===== src/rtl/buzzer_seq_if.sv =====
// Control/status bundle between the game-control FSM (master) and the buzzer sequencer (slave).
// start is a single-cycle request with no ready: the slave samples it on every clk edge and either acts on it or drops it.
interface buzzer_seq_if #(
    parameter int TONE_W = 16,
    parameter int IDX_W  = 3
);
    logic              start;
    logic [7:0]        mode;
    logic [TONE_W-1:0] tone_half;
    logic              buzzer_o;
    logic              busy;
    logic              done;
    logic [IDX_W-1:0]  beat_idx;
    logic [1:0]        state_dbg;

    modport master (
        output start, mode, tone_half,
        input  buzzer_o, busy, done, beat_idx, state_dbg
    );

    modport slave (
        input  start, mode, tone_half,
        output buzzer_o, busy, done, beat_idx, state_dbg
    );
endinterface


===== src/rtl/buzzer_seq.sv =====
// Programmable-tone buzzer driver: a square wave is gated by a beat pattern and repeated N times or forever.
// All timing is derived from clk by counters; there are no derived clocks.
module buzzer_seq #(
    parameter int                 BEAT_CYCLES = 12500000,
    parameter int                 PAT_LEN     = 8,
    parameter int                 TONE_W      = 16,
    parameter logic [PAT_LEN-1:0] PATTERN_A   = 8'b1111_1111,
    parameter logic [PAT_LEN-1:0] PATTERN_B   = 8'b1010_1010,
    parameter logic [PAT_LEN-1:0] PATTERN_C   = 8'b1110_1110
) (
    input  logic         clk,
    input  logic         RSTn,
    buzzer_seq_if.slave  bus
);
    localparam int IDX_W = $clog2(PAT_LEN);
    localparam int BW    = (BEAT_CYCLES > 1) ? $clog2(BEAT_CYCLES) : 1;
    localparam logic [BW-1:0]    BEAT_LAST = BW'(BEAT_CYCLES - 1);
    localparam logic [IDX_W-1:0] IDX_LAST  = IDX_W'(PAT_LEN - 1);

    typedef enum logic [1:0] {
        IDLE = 2'd0,
        PLAY = 2'd1,
        DONE = 2'd2
    } state_t;

    state_t              state_q, state_n;
    logic [PAT_LEN-1:0]  pat_q, pat_n;
    logic [3:0]          rep_q, rep_n;
    logic [3:0]          reps_q, reps_n;
    logic [TONE_W-1:0]   half_q, half_n;
    logic [TONE_W-1:0]   tone_cnt_q, tone_cnt_n;
    logic                phase_q, phase_n;
    logic [BW-1:0]       beat_cnt_q, beat_cnt_n;
    logic [IDX_W-1:0]    beat_idx_q, beat_idx_n;
    logic                buzzer_q, buzzer_n;

    logic accept, abort, beat_wrap, last_beat;
    logic unused_mode_bits;

    assign unused_mode_bits = ^bus.mode[3:2];
    assign accept    = bus.start & (bus.mode[1:0] != 2'b00);
    assign abort     = bus.start & (bus.mode[1:0] == 2'b00);
    assign beat_wrap = (beat_cnt_q == BEAT_LAST);
    assign last_beat = beat_wrap & (beat_idx_q == IDX_LAST) &
                       (rep_q != 4'd0) & (reps_q == rep_q - 4'd1);

    always_ff @(posedge clk or negedge RSTn) begin
        if (!RSTn) begin
            state_q    <= IDLE;
            pat_q      <= '0;
            rep_q      <= '0;
            reps_q     <= '0;
            half_q     <= '0;
            tone_cnt_q <= '0;
            phase_q    <= 1'b0;
            beat_cnt_q <= '0;
            beat_idx_q <= '0;
            buzzer_q   <= 1'b0;
        end else begin
            state_q    <= state_n;
            pat_q      <= pat_n;
            rep_q      <= rep_n;
            reps_q     <= reps_n;
            half_q     <= half_n;
            tone_cnt_q <= tone_cnt_n;
            phase_q    <= phase_n;
            beat_cnt_q <= beat_cnt_n;
            beat_idx_q <= beat_idx_n;
            buzzer_q   <= buzzer_n;
        end
    end

    always_comb begin
        state_n    = state_q;
        pat_n      = pat_q;
        rep_n      = rep_q;
        reps_n     = reps_q;
        half_n     = half_q;
        tone_cnt_n = tone_cnt_q;
        phase_n    = phase_q;
        beat_cnt_n = beat_cnt_q;
        beat_idx_n = beat_idx_q;

        case (state_q)
            IDLE: begin
                if (accept) begin
                    state_n = PLAY;
                    case (bus.mode[1:0])
                        2'b01:   pat_n = PATTERN_A;
                        2'b10:   pat_n = PATTERN_B;
                        default: pat_n = PATTERN_C;
                    endcase
                    rep_n      = bus.mode[7:4];
                    half_n     = (bus.tone_half == '0) ? TONE_W'(1) : bus.tone_half;
                    tone_cnt_n = '0;
                    phase_n    = 1'b1;
                    beat_cnt_n = '0;
                    beat_idx_n = '0;
                    reps_n     = '0;
                end
            end
            PLAY: begin
                if (abort) begin
                    state_n = IDLE;
                end else begin
                    // Tone runs freely across beat boundaries so the pitch stays continuous.
                    if (tone_cnt_q == half_q - TONE_W'(1)) begin
                        tone_cnt_n = '0;
                        phase_n    = ~phase_q;
                    end else begin
                        tone_cnt_n = tone_cnt_q + TONE_W'(1);
                    end
                    if (beat_wrap) begin
                        beat_cnt_n = '0;
                        if (beat_idx_q == IDX_LAST) begin
                            beat_idx_n = '0;
                            reps_n     = reps_q + 4'd1;
                        end else begin
                            beat_idx_n = beat_idx_q + IDX_W'(1);
                        end
                    end else begin
                        beat_cnt_n = beat_cnt_q + BW'(1);
                    end
                    if (last_beat) begin
                        state_n = DONE;
                    end
                end
            end
            DONE:    state_n = IDLE;
            default: state_n = IDLE;
        endcase

        // Pattern MSB is beat 0; evaluated on next-state values so the pin tracks the state register.
        buzzer_n = (state_n == PLAY) & phase_n & pat_n[IDX_LAST - beat_idx_n];
    end

    assign bus.buzzer_o  = buzzer_q;
    assign bus.busy      = (state_q == PLAY);
    assign bus.done      = (state_q == DONE);
    assign bus.beat_idx  = (state_q == PLAY) ? beat_idx_q : '0;
    assign bus.state_dbg = state_q;
endmodule


===== src/flat_wrapper.sv =====
// flat-port wrapper written by rule: the top's interface ports become plain ports
module buzzer_seq_flat 
#(
    parameter int                 BEAT_CYCLES = 12500000,
    parameter int                 PAT_LEN     = 8,
    parameter int                 TONE_W      = 16,
    parameter logic [PAT_LEN-1:0] PATTERN_A   = 8'b1111_1111,
    parameter logic [PAT_LEN-1:0] PATTERN_B   = 8'b1010_1010,
    parameter logic [PAT_LEN-1:0] PATTERN_C   = 8'b1110_1110
)
  (clk, RSTn, bus_start, bus_mode, bus_tone_half, bus_buzzer_o, bus_busy, bus_done, bus_beat_idx, bus_state_dbg);
  buzzer_seq_if #(.TONE_W(TONE_W), .IDX_W(3)) bus_i ();
  input  logic clk;
  input  logic RSTn;
  input wire logic [$bits(bus_i.start)-1:0] bus_start;
  input wire logic [$bits(bus_i.mode)-1:0] bus_mode;
  input wire logic [$bits(bus_i.tone_half)-1:0] bus_tone_half;
  output wire logic [$bits(bus_i.buzzer_o)-1:0] bus_buzzer_o;
  output wire logic [$bits(bus_i.busy)-1:0] bus_busy;
  output wire logic [$bits(bus_i.done)-1:0] bus_done;
  output wire logic [$bits(bus_i.beat_idx)-1:0] bus_beat_idx;
  output wire logic [$bits(bus_i.state_dbg)-1:0] bus_state_dbg;
  assign bus_i.start = bus_start;
  assign bus_i.mode = bus_mode;
  assign bus_i.tone_half = bus_tone_half;
  assign bus_buzzer_o = bus_i.buzzer_o;
  assign bus_busy = bus_i.busy;
  assign bus_done = bus_i.done;
  assign bus_beat_idx = bus_i.beat_idx;
  assign bus_state_dbg = bus_i.state_dbg;
  buzzer_seq #(.BEAT_CYCLES(BEAT_CYCLES), .PAT_LEN(PAT_LEN), .TONE_W(TONE_W), .PATTERN_A(PATTERN_A), .PATTERN_B(PATTERN_B), .PATTERN_C(PATTERN_C)) u_core (.clk(clk), .RSTn(RSTn), .bus(bus_i));
endmodule

===== config.mk =====
export PLATFORM = sky130hd
export DESIGN_NAME = buzzer_seq_flat
export DESIGN_NICKNAME = d
export VERILOG_FILES = /design/src/rtl/buzzer_seq_if.sv /design/src/rtl/buzzer_seq.sv /design/src/flat_wrapper.sv
export SDC_FILE = /design/constraint.sdc
export NUM_CORES = 1
export LEC_CHECK = 0
export ABC_AREA = 1
export BUFFER_PORTS_ARGS = -buffer_cell sky130_fd_sc_hd__buf_2
export CAP_MARGIN = 20
export CORE_MARGIN = 1.5
export CORE_UTILIZATION = 63
export CTS_BUF_LIST = sky130_fd_sc_hd__clkbuf_4 sky130_fd_sc_hd__clkbuf_8
export DETAILED_ROUTE_END_ITERATION = 10
export PLACE_DENSITY = 0.83
export SYNTH_ARGS = -nofsm -noshare
export SYNTH_HDL_FRONTEND = slang
export SYNTH_SLANG_ARGS = --single-unit

===== constraint.sdc =====
create_clock -name clk -period 2.4 [get_ports clk]
set_input_delay 0.24 -clock clk [delete_from_list [all_inputs] [get_ports clk]]
set_output_delay 0.24 -clock clk [all_outputs]
set_load 0.01 [all_outputs]

==> results of run 1 <==
==> cells by family after synthesis <==
family | Yosys count | synth area share (%)
adder cells (fa/ha/maj) | 8 | 2.07
buffers and inverters | 89 | 7.50
AND/OR/NAND/NOR | 336 | 32.5
XOR/XNOR | 38 | 6.90
AO/OA/AOI/OAI | 72 | 10.0
flip-flops | 79 | 41.0
==> cells in the final DEF, fill, tap and decap left out, types with 3 or more instances in the layout <==
cell        n
nand2_1   151
buf_2      31
dfrtp_1    79
a21oi_1    13
xor2_1     23
ha_1        8
o21ai_0    26
clkinv_4    3
nand3_1    38
inv_2       8
nor3_1     12
or2_2       8
nor2_4      4
nor4_1      8
o22ai_1     4
clkbuf_8    9
nand3_2     5
buf_4       8
a31oi_1     3
inv_1      65
o21bai_1    3
o21ai_1     3
nand2_2    11
o22ai_2    10
nor2_1     67
xnor2_1    15
nor2_2      7
nand4_1    15
==> critical path: stages (launching register included) <==
cell     delay, ns
dfrtp_1       0.39
inv_2         0.11
ha_1          0.21
nand3_2       0.16
nor2_4        0.20
o21ai_1       0.08
nor2_1        0.13
nand2_1       0.08
nor2_2        0.13
nand3_2       0.10
nor2_4        0.14
nor2_4        0.07
inv_4         0.16
o22ai_2       0.10
==> per-layer routing <==
layer / global-route usage [%] / routed length, microns
met5: 0 / 0
met4: 13.8 / 315
met3: 5.72 / 407
met2: 48.1 / 5390
met1: 32.9 / 4510
==> state kept, by name (all words and copies together) (netlist names) <==
register / cells
u_core.beat_idx_q: 3
u_core.reps_q: 4
u_core.tone_cnt_q: 16
u_core.rep_q: 4
u_core.bus.state_dbg: 2
u_core.bus.buzzer_o: 1
u_core.half_q: 16
u_core.phase_q: 1
u_core.beat_cnt_q: 24
u_core.pat_q: 8
==> worst min-delay path by stage <==
| stage | end | cells past startpoint |
|---|---|---|
| 2_1_floorplan | u_core.beat_cnt_q[0] | 0 |
| 3_3_place_gp | u_core.tone_cnt_q[4] | 1 |
| 3_5_place_dp | u_core.tone_cnt_q[3] | 1 |
| 4_1_cts | u_core.rep_q[2] | 3 |
| 5_1_grt | u_core.half_q[8] | 3 |
| 6_report | u_core.rep_q[2] | 3 |
==> area by class of cell <==
cell class	count	area (sq um)	area share, %
flip-flops and latches	79	1980	37.3
inverters	76	288	5.43
well taps	99	124	2.34
clock buffers	10	131	2.48
multi-input cells	454	2490	46.9
clock inverters	6	71.3	1.34
repair buffers	40	225	4.25
==> power groups by stage <==
stage	clock, mW	combinational [mW]	sequential [mW]
6_report	1.01	2.35	2.17
5_1_grt	1.07	2.67	2.22
4_1_cts	1.02	2.34	2.17
3_5_place_dp	0	2.33	2.18
3_3_place_gp	0	2.21	2.17
2_1_floorplan	0	1.95	2.03
==> timing repair <==
item | CTS | global route
hold buffers | 1 | 0
hold endpoints to repair | 42 | 0
endpoints found under the setup margin | 0 | 12
setup buffers | 0 | 2
gates resized for setup | 0 | 1
==> flow_summary.json, run 1 <==
{
  "overflow": 0,
  "slew_headroom_pct": 62.8,
  "synth_area_per_cell_sq_um": 7.76,
  "antenna_found_initial": 0,
  "drc_errors": 0,
  "grt_pass1_vias": 4294,
  "die_w_microns": 90.5,
  "yosys-top-cells-count": "nand2_1 (151), dfrtp_1 (79), nor2_1 (67)",
  "post_dp_cell_area_sq_um": 5070,
  "clk_pin_slew_ns": 0.08,
  "dr.pass1.iters": 5,
  "synth.top_cell.area_share_pct": 41.0,
  "hold_start": "bus_mode[6]",
  "comb_power_share_pct": 42.5,
  "endpoint_kind": "flip-flop",
  "r2r_end": "u_core.tone_cnt_q[5]",
  "synth-warning-count": 0,
  "grt_max_degree": 45,
  "place_congestion": 0.893,
  "synthCells": 622,
  "synth_nets": 657,
  "min_path_type": "input port to flip-flop",
  "wire_per_inst_microns": 13.9,
  "clock-sinks": 79,
  "internal_power_mw": 3.11,
  "via_count": 4235,
  "layout_min_cycle_time_ns": 2.17,
  "p_total_mw": 5.53,
  "maxCapViolCount": 0,
  "cts_buffers": 9,
  "place_inst": 745,
  "drt_iter0_markers": 267,
  "tns_ns": 0,
  "syn2layout_area_growth_pct": 9.91,
  "synth_ff_type": "dfrtp_1",
  "die_y_microns": 90.5,
  "status": "finished clean",
  "tightestPinTransition_ns": 0.558,
  "crit_type": "flip-flop to flip-flop",
  "skew_ns": 0.0105,
  "synth-async-reset-ratio_pct": 100,
  "min_period_over_period_pct": 90.3,
  "clkPwrFrac_pct": 18.3,
  "drive_above_1_share_pct": 17.4,
  "yosys-top-cells-area": "dfrtp_1 (41%), nand2_1 (12%), nor2_1 (5.2%)",
  "r2r_slack_ns": 0.23,
  "crit_start": "u_core.half_q[0]",
  "cts.path.max_buffers": 2,
  "p_switching_mw": 2.42,
  "p_sw_share_pct": 43.7,
  "grt_pass1_wl_mm": 18.6,
  "rsz0062_at_grt": "false",
  "rows": 31,
  "start_util_pct": 65.8,
  "worstSkewPairLatency_ns": 0.36,
  "port_buffers": 32,
  "final-instance-count-excl-fill": 764,
  "rr_startpoint": "u_core.half_q[0]",
  "start_kind": "flip-flop",
  "finalSetupViolCount": 0,
  "root_buffer": "clkbuf_8",
  "rr_worst_depth": 13,
  "core_area_sq_um": 7330,
  "synth_enable_flop_cells": 0,
  "io-pin-count": 35,
  "cts_tree": "done",
  "dp_worst_setup_slack_ns": 0.183,
  "drt_wl_total_mm": 10.6,
  "cts_max_level": 3,
  "synth_top_area_cell": "dfrtp_1",
  "diodes": 0,
  "worstSetupEndpoint": "u_core.tone_cnt_q[5]",
  "p_leak_nw": 2.45,
  "fin_ws_ns": 0.232,
  "n_fill_cell": 562,
  "cp_max_fo": 11,
  "die_area_sq_um": 8190,
  "cp_data_required_time_ns": 2.63,
  "post-dp-hpwl_mm": 7.96,
  "grt_usage_pct": 27.9,
  "final_util_pct": 72.3,
  "final_nets": 695,
  "syn-cell-area_sq_um": 4820,
  "fmax_mhz": 461,
  "p_seq_share_pct": 39.3,
  "ys_seq_elements": 79,
  "finalInstanceArea_sq_um": 5300,
  "peakVddDrop_mv": 0.508,
  "hold_viol_final": 0,
  "synth_most_common_cell": "nand2_1",
  "powerDensity_nw_per_um2": 1040,
  "vias_per_cell": 5.54,
  "synthDistinctLibCells": 46,
  "antenna_left": 0,
  "whs_ns": 0.0741,
  "ys_seq_area_share_pct": 41.0,
  "cp.arrival_ns": 2.40,
  "drv_slew": 0
}
(Power assumes the default switching activity.)
==> inputs of run 2 (changes only) <==
- RECOVER_POWER: default -> 50
==> run 2 against run 1 <==
  * Worst setup slack improved by 0.0018 ns
  * Register-to-register slack hardly changed
  * Design area down 0.24%
  * Core utilization fell by 0.17 points
  * Fmax hardly changed
  * Power barely moved
  * Flip-flop and latch count did not move
  * Routed wire length about the same
  * Critical path depth unchanged
==> flow_summary.json, run 2 (synthesized netlist as in run 1, its figures left out) <==
{
  "cp_data_required_time_ns": 2.63,
  "slew_headroom_pct": 28.8,
  "maxCapViolCount": 0,
  "diodes": 0,
  "peakVddDrop_mv": 0.509,
  "antenna_found_initial": 0,
  "die_w_microns": 90.5,
  "start_util_pct": 65.8,
  "layout_min_cycle_time_ns": 2.17,
  "syn2layout_area_growth_pct": 9.65,
  "p_leak_nw": 2.43,
  "fmax_mhz": 462,
  "status": "finished clean",
  "port_buffers": 32,
  "final_common_cell": "nand2_1",
  "drt_iter0_markers": 264,
  "start_kind": "flip-flop",
  "critical_path.cell_chain": "inv_2 > ha_1 > nand3_2 > nor2_4 > o21ai_1 > nor2_1 > nand2_1 > nor2_2 > nand3_2 > nor2_4 > nor2_4 > inv_4 > o22ai_2",
  "clkPwrFrac_pct": 18.3,
  "whs_ns": 0.0727,
  "path_common_cell": "nor2_4",
  "grt_max_degree": 45,
  "clk_pin_slew_ns": 0.08,
  "p_total_mw": 5.53,
  "rsz0062_at_grt": "false",
  "drv_slew": 0,
  "critical-path-top-delay-family": "simple AND/OR/NAND/NOR gates",
  "slowest_delay_ns": 0.39,
  "internal_power_mw": 3.11,
  "tightestPinTransition_ns": 1.07,
  "antenna_left": 0,
  "cts_max_level": 3,
  "final_cell_mix": "nand2_1 (151), dfrtp_1 (79), nor2_1 (67)",
  "via_count": 4255,
  "rr_startpoint": "u_core.half_q[0]",
  "crit_start": "u_core.half_q[0]",
  "regMostFlops": "u_core.beat_cnt_q",
  "drive_above_1_share_pct": 16.8,
  "comb_power_share_pct": 42.4,
  "powerDensity_nw_per_um2": 1050,
  "grt_pass1_wl_mm": 18.6,
  "p_seq_share_pct": 39.3,
  "die_area_sq_um": 8190,
  "min_period_over_period_pct": 90.3,
  "wire_per_inst_microns": 13.9,
  "dp_worst_setup_slack_ns": 0.183,
  "hold_viol_final": 0,
  "critPathBufInv": 2,
  "grt_pass1_vias": 4294,
  "worstSkewPairLatency_ns": 0.36,
  "n_fill_cell": 567,
  "worstSetupEndpoint": "u_core.tone_cnt_q[5]",
  "top_regs": "u_core.beat_cnt_q x24, u_core.half_q x16, u_core.tone_cnt_q x16",
  "dr.pass1.iters": 5,
  "vias_per_cell": 5.57,
  "cts.path.max_buffers": 2,
  "p_sw_share_pct": 43.8,
  "core_area_sq_um": 7330,
  "die_y_microns": 90.5,
  "grt_usage_pct": 27.9,
  "drc_errors": 0,
  "endpoint_kind": "flip-flop",
  "rows": 31,
  "r2r_slack_ns": 0.23,
  "largest_reg_flops": 24,
  "rr_worst_depth": 13,
  "min_path_type": "input port to flip-flop",
  "cp_max_fo": 11,
  "clock-sinks": 79,
  "drt_wl_total_mm": 10.6,
  "skew_ns": 0.00920,
  "crit_slowest_cell": "dfrtp_1",
  "cts_buffers": 9,
  "fin_ws_ns": 0.234,
  "r2r_end": "u_core.tone_cnt_q[5]",
  "crit_cells": 13,
  "place_congestion": 0.893,
  "cp.arrival_ns": 2.40,
  "io-pin-count": 35,
  "p_switching_mw": 2.42,
  "crit_type": "flip-flop to flip-flop",
  "root_buffer": "clkbuf_8",
  "final_nets": 695,
  "post-dp-hpwl_mm": 7.96,
  "cts_tree": "done",
  "tns_ns": 0,
  "finalSetupViolCount": 0,
  "overflow": 0
}
run 2: changes by cell type in the layout (fill, tap and decap cells not counted):
cell / previous run / this run
buf_4: 8 / 5
clkbuf_2: 0 / 3
clkbuf_1: 0 / 4
buf_2: 31 / 27
run 2: area by class of cell:
type | count | area (sq um) | share of cell area (%)
multi-input cells | 454 | 2490 | 47.0
flip-flops and latches | 79 | 1980 | 37.4
inverters | 76 | 288 | 5.44
repair buffers | 40 | 213 | 4.02
clock buffers | 10 | 131 | 2.48
well taps | 99 | 124 | 2.34
clock inverters | 6 | 71.3 | 1.35
run 2: per-stage QoR:
| stage | instance area (sq um) | instances | utilization, % |
|---|---|---|---|
| 2_1_floorplan | 4820 | 622 | - |
| 3_3_place_gp | 5070 | 745 | 69.2 |
| 3_5_place_dp | 5070 | 745 | 69.2 |
| 4_1_cts | 5290 | 762 | 72.1 |
| 5_1_grt | 5290 | 764 | 72.2 |
| 6_report | 5290 | 764 | 72.2 |
run 2: worst min path at each step:
stage	from	endpoint	cells after the start
after floorplan	RSTn	u_core.beat_cnt_q[0]	0
after global routing	bus_tone_half[8]	u_core.half_q[8]	3
final	bus_mode[6]	u_core.rep_q[2]	3
after global placement	RSTn	u_core.tone_cnt_q[4]	1
after CTS	bus_mode[6]	u_core.rep_q[2]	3
after detailed placement	RSTn	u_core.tone_cnt_q[3]	1
run 2: power groups by stage:
stage          sequential (mW)  clock [mW]  combinational, mW
2_1_floorplan             2.03           0               1.95
3_3_place_gp              2.17           0               2.21
3_5_place_dp              2.18           0               2.33
4_1_cts                   2.17        1.02               2.34
5_1_grt                   2.22        1.07               2.66
6_report                  2.17        1.01               2.35
run 2: per-layer routing:
metal | wire, microns | vias to the layer above | GRT usage [%]
met2 | 5370 | 113 | 48.1
met1 | 4520 | 2002 | 32.9
met4 | 324 | 0 | 13.8
li1 | - | 2102 | -
met5 | 0 | - | 0
met3 | 408 | 38 | 5.72
run 2: worst min-delay path, stage by stage:
cell     delay [ns]
buf_2          0.07
nand2_1        0.04
nand2_1        0.04
run 2: repair_timing:
action | in CTS | in global routing
endpoints found under the setup margin | 0 | 12
buffers inserted | 0 | 2
gates resized for setup | 0 | 1
hold endpoints to repair | 42 | 0
hold buffers | 1 | 0
==> inputs of run 3 (changes only) <==
- ABC_AREA: 1 -> 0
- CORE_UTILIZATION: 63 -> 62
- PLACE_DENSITY: 0.83 -> 0.82
==> run 3 against run 2 <==
  * The flow now finishes with violations (setup timing)
  * Core utilization rose by 8.9 points
  * Worst setup slack got worse by 0.92 ns
  * Non-clock buffer count rose by 69
  * Via count rose by 1.2%
  * Cell count fell by 7.6%
  * Largest power group unchanged
==> flow_summary.json, run 3 <==
{
  "start_util_pct": 65.1,
  "top_regs": "u_core.beat_cnt_q x24, u_core.half_q x16, u_core.tone_cnt_q x16",
  "antenna_left": 0,
  "clock-sinks": 79,
  "status": "complete, but fails checks",
  "tns_ns": -11.25,
  "die_w_microns": 88.1,
  "finalSetupViolCount": 18,
  "cp.arrival_ns": 3.37,
  "peakVddDrop_mv": 0.532,
  "powerDensity_nw_per_um2": 950,
  "cts_max_level": 3,
  "internal_power_mw": 3.26,
  "fin_ws_ns": -0.683,
  "synth-async-reset-ratio_pct": 100,
  "rsz0062_at_grt": "true",
  "vias_per_cell": 6.10,
  "synth_area_per_cell_sq_um": 8.84,
  "synth_nets": 543,
  "register_area_sq_um": 1980,
  "via_count": 4306,
  "syn2layout_area_growth_pct": 24.6,
  "crit_type": "flip-flop to flip-flop",
  "place_congestion": 0.947,
  "cts_buffers": 9,
  "clkPwrFrac_pct": 19.6,
  "worstSkewPairLatency_ns": 0.36,
  "endpoint_kind": "flip-flop",
  "grt_pass1_vias": 4151,
  "synth_most_common_cell": "nand2_1",
  "p_switching_mw": 2.06,
  "drt_iter0_markers": 353,
  "hold_start": "bus_mode[6]",
  "rows": 30,
  "die_area_sq_um": 7770,
  "port_buffers": 32,
  "antenna_found_initial": 0,
  "diodes": 0,
  "critical_path.cell_chain": "or4_4 > or3_4 > or4_4 > o21ai_1 > a2111oi_2 > and4b_2 > buf_6 > or4_1 > o21ai_1",
  "min_period_over_period_pct": 128,
  "syn-cell-area_sq_um": 4490,
  "tightestPinTransition_ns": 1.21,
  "synth_top_area_cell": "dfrtp_1",
  "maxCapViolCount": 0,
  "drt_wl_total_mm": 12.4,
  "p_leak_nw": 2.61,
  "clk_pin_slew_ns": 0.09,
  "synth.top_cell.area_share_pct": 44.0,
  "regMostFlops": "u_core.beat_cnt_q",
  "n_fill_cell": 435,
  "final_cell_mix": "nand2_1 (90), dfrtp_1 (79), buf_4 (71)",
  "layout_min_cycle_time_ns": 3.08,
  "critical-path-top-delay-family": "simple AND/OR/NAND/NOR gates",
  "grt_max_degree": 49,
  "drive_above_1_share_pct": 24.8,
  "grt_usage_pct": 32.6,
  "rr_startpoint": "u_core.half_q[11]",
  "slowest_delay_ns": 0.54,
  "post_dp_cell_area_sq_um": 5280,
  "ys_seq_elements": 79,
  "crit_slowest_cell": "or4_4",
  "fmax_mhz": 324,
  "critPathBufInv": 1,
  "synth_ff_type": "dfrtp_1",
  "crit_cells": 9,
  "slew_headroom_pct": 19.0,
  "root_buffer": "clkbuf_8",
  "hold_viol_final": 0,
  "io-pin-count": 35,
  "synth_enable_flop_cells": 0,
  "drv_slew": 0,
  "final_nets": 640,
  "cp_data_required_time_ns": 2.69,
  "overflow": 0,
  "ys_seq_area_share_pct": 44.0,
  "drc_errors": 0,
  "cts.path.max_buffers": 2,
  "violations": "setup timing",
  "finalInstanceArea_sq_um": 5600,
  "cp_max_fo": 11,
  "core_area_sq_um": 6910,
  "p_sw_share_pct": 38.7,
  "post-dp-hpwl_mm": 8.41,
  "wire_per_inst_microns": 17.5,
  "worstSetupEndpoint": "u_core.tone_cnt_q[4]",
  "synthCells": 508,
  "skew_ns": 0.00666,
  "largest_reg_flops": 24,
  "start_kind": "flip-flop",
  "final_common_cell": "nand2_1",
  "grt_pass1_wl_mm": 19.2,
  "r2r_end": "u_core.tone_cnt_q[4]",
  "r2r_slack_ns": -0.68,
  "yosys-top-cells-area": "dfrtp_1 (44%), nand2_1 (7.6%), xor2_1 (4.9%)",
  "synth-warning-count": 0,
  "dr.pass1.iters": 6,
  "die_y_microns": 88.1,
  "yosys-top-cells-count": "nand2_1 (91), dfrtp_1 (79), nor2_1 (37)",
  "cts_tree": "done",
  "crit_start": "u_core.half_q[11]",
  "synthDistinctLibCells": 53,
  "min_path_type": "input port to flip-flop",
  "rr_worst_depth": 9,
  "multi_input_area_sq_um": 2520,
  "p_seq_share_pct": 34.6,
  "comb_power_share_pct": 45.8
}
==> run 3: area by class of cell <==
cell class              instances  area share (%)
inverters                       9           0.603
multi-input cells             397            45.0
repair buffers                109            13.4
well taps                      96            2.14
clock buffers                  11            2.59
clock inverters                 5            1.03
flip-flops and latches         79            35.3
==> run 3: through the flow <==
step                utilization, %  worst slack (ns)  hold WS [ns]  total power, mW  instances
floorplan                        -            -0.581       -0.0556             3.22        508
finish                        81.1            -0.683        0.0667             5.32        706
global route                  81.1            -0.789        0.0761             5.61        706
detailed placement            76.4            -0.672         0.312             4.12        685
CTS                           79.9            -0.633        0.0676             5.19        702
global placement              76.4            -0.600         0.299             4.01        685
==> run 3: how the worst min path moves through the flow <==
stage / slack [ns] / cells after the start / endpoint
after floorplan: -0.06 / 0 / u_core.beat_cnt_q[0]
after global placement: 0.30 / 1 / u_core.tone_cnt_q[9]
after detailed placement: 0.31 / 1 / u_core.tone_cnt_q[10]
final: 0.07 / 3 / u_core.rep_q[2]
after CTS: 0.07 / 3 / u_core.rep_q[2]
after global routing: 0.08 / 3 / u_core.rep_q[3]
==> run 3: power groups by stage <==
stage                     Clock [mW]  Sequential, mW  Combinational, mW
after floorplan                    0            1.87               1.35
after global placement             0            1.82               2.19
after detailed placement           0            1.84               2.28
after CTS                       1.04            1.82               2.33
after global routing            1.09            1.86               2.67
final                           1.04            1.84               2.44
==> run 3: per-layer routing <==
layer / up-vias / wire, microns / GRT usage (%) / part of all wire [%]
met5: - / 0 / 0 / 0
met4: 0 / 304 / 13.9 / 2.5
met3: 29 / 646 / 5.47 / 5.2
met2: 173 / 6330 / 57.1 / 51
met1: 2116 / 5110 / 39.7 / 41
li1: 1988 / - / - / -
==> run 3: cells by family (layout without fill, tap and decap cells) <==
group | count (synthesis) | count (layout) | share of synthesized area, %
AND/OR/NAND/NOR | 243 | 243 | 27.1
AO/OA/AOI/OAI | 95 | 95 | 13.1
flip-flops | 79 | 79 | 44.0
XOR/XNOR | 44 | 44 | 8.58
buffers and inverters | 32 | 134 | 3.06
adder cells (fa/ha/maj) | 8 | 8 | 2.23
multiplexers | 7 | 7 | 1.98
==> run 3: timing repair <==
item	in CTS	in global routing
gates cloned	0	1
hold endpoints to repair	47	0
endpoints found under the setup margin	24	29
gates resized for setup	7	20
hold buffers	1	0
setup buffers	0	3
pin swaps	2	10
==> run 3: tightest hold or removal path: stages <==
cell and delay (ns):
buf_2 0.08, nand2_1 0.04, nand2_1 0.05
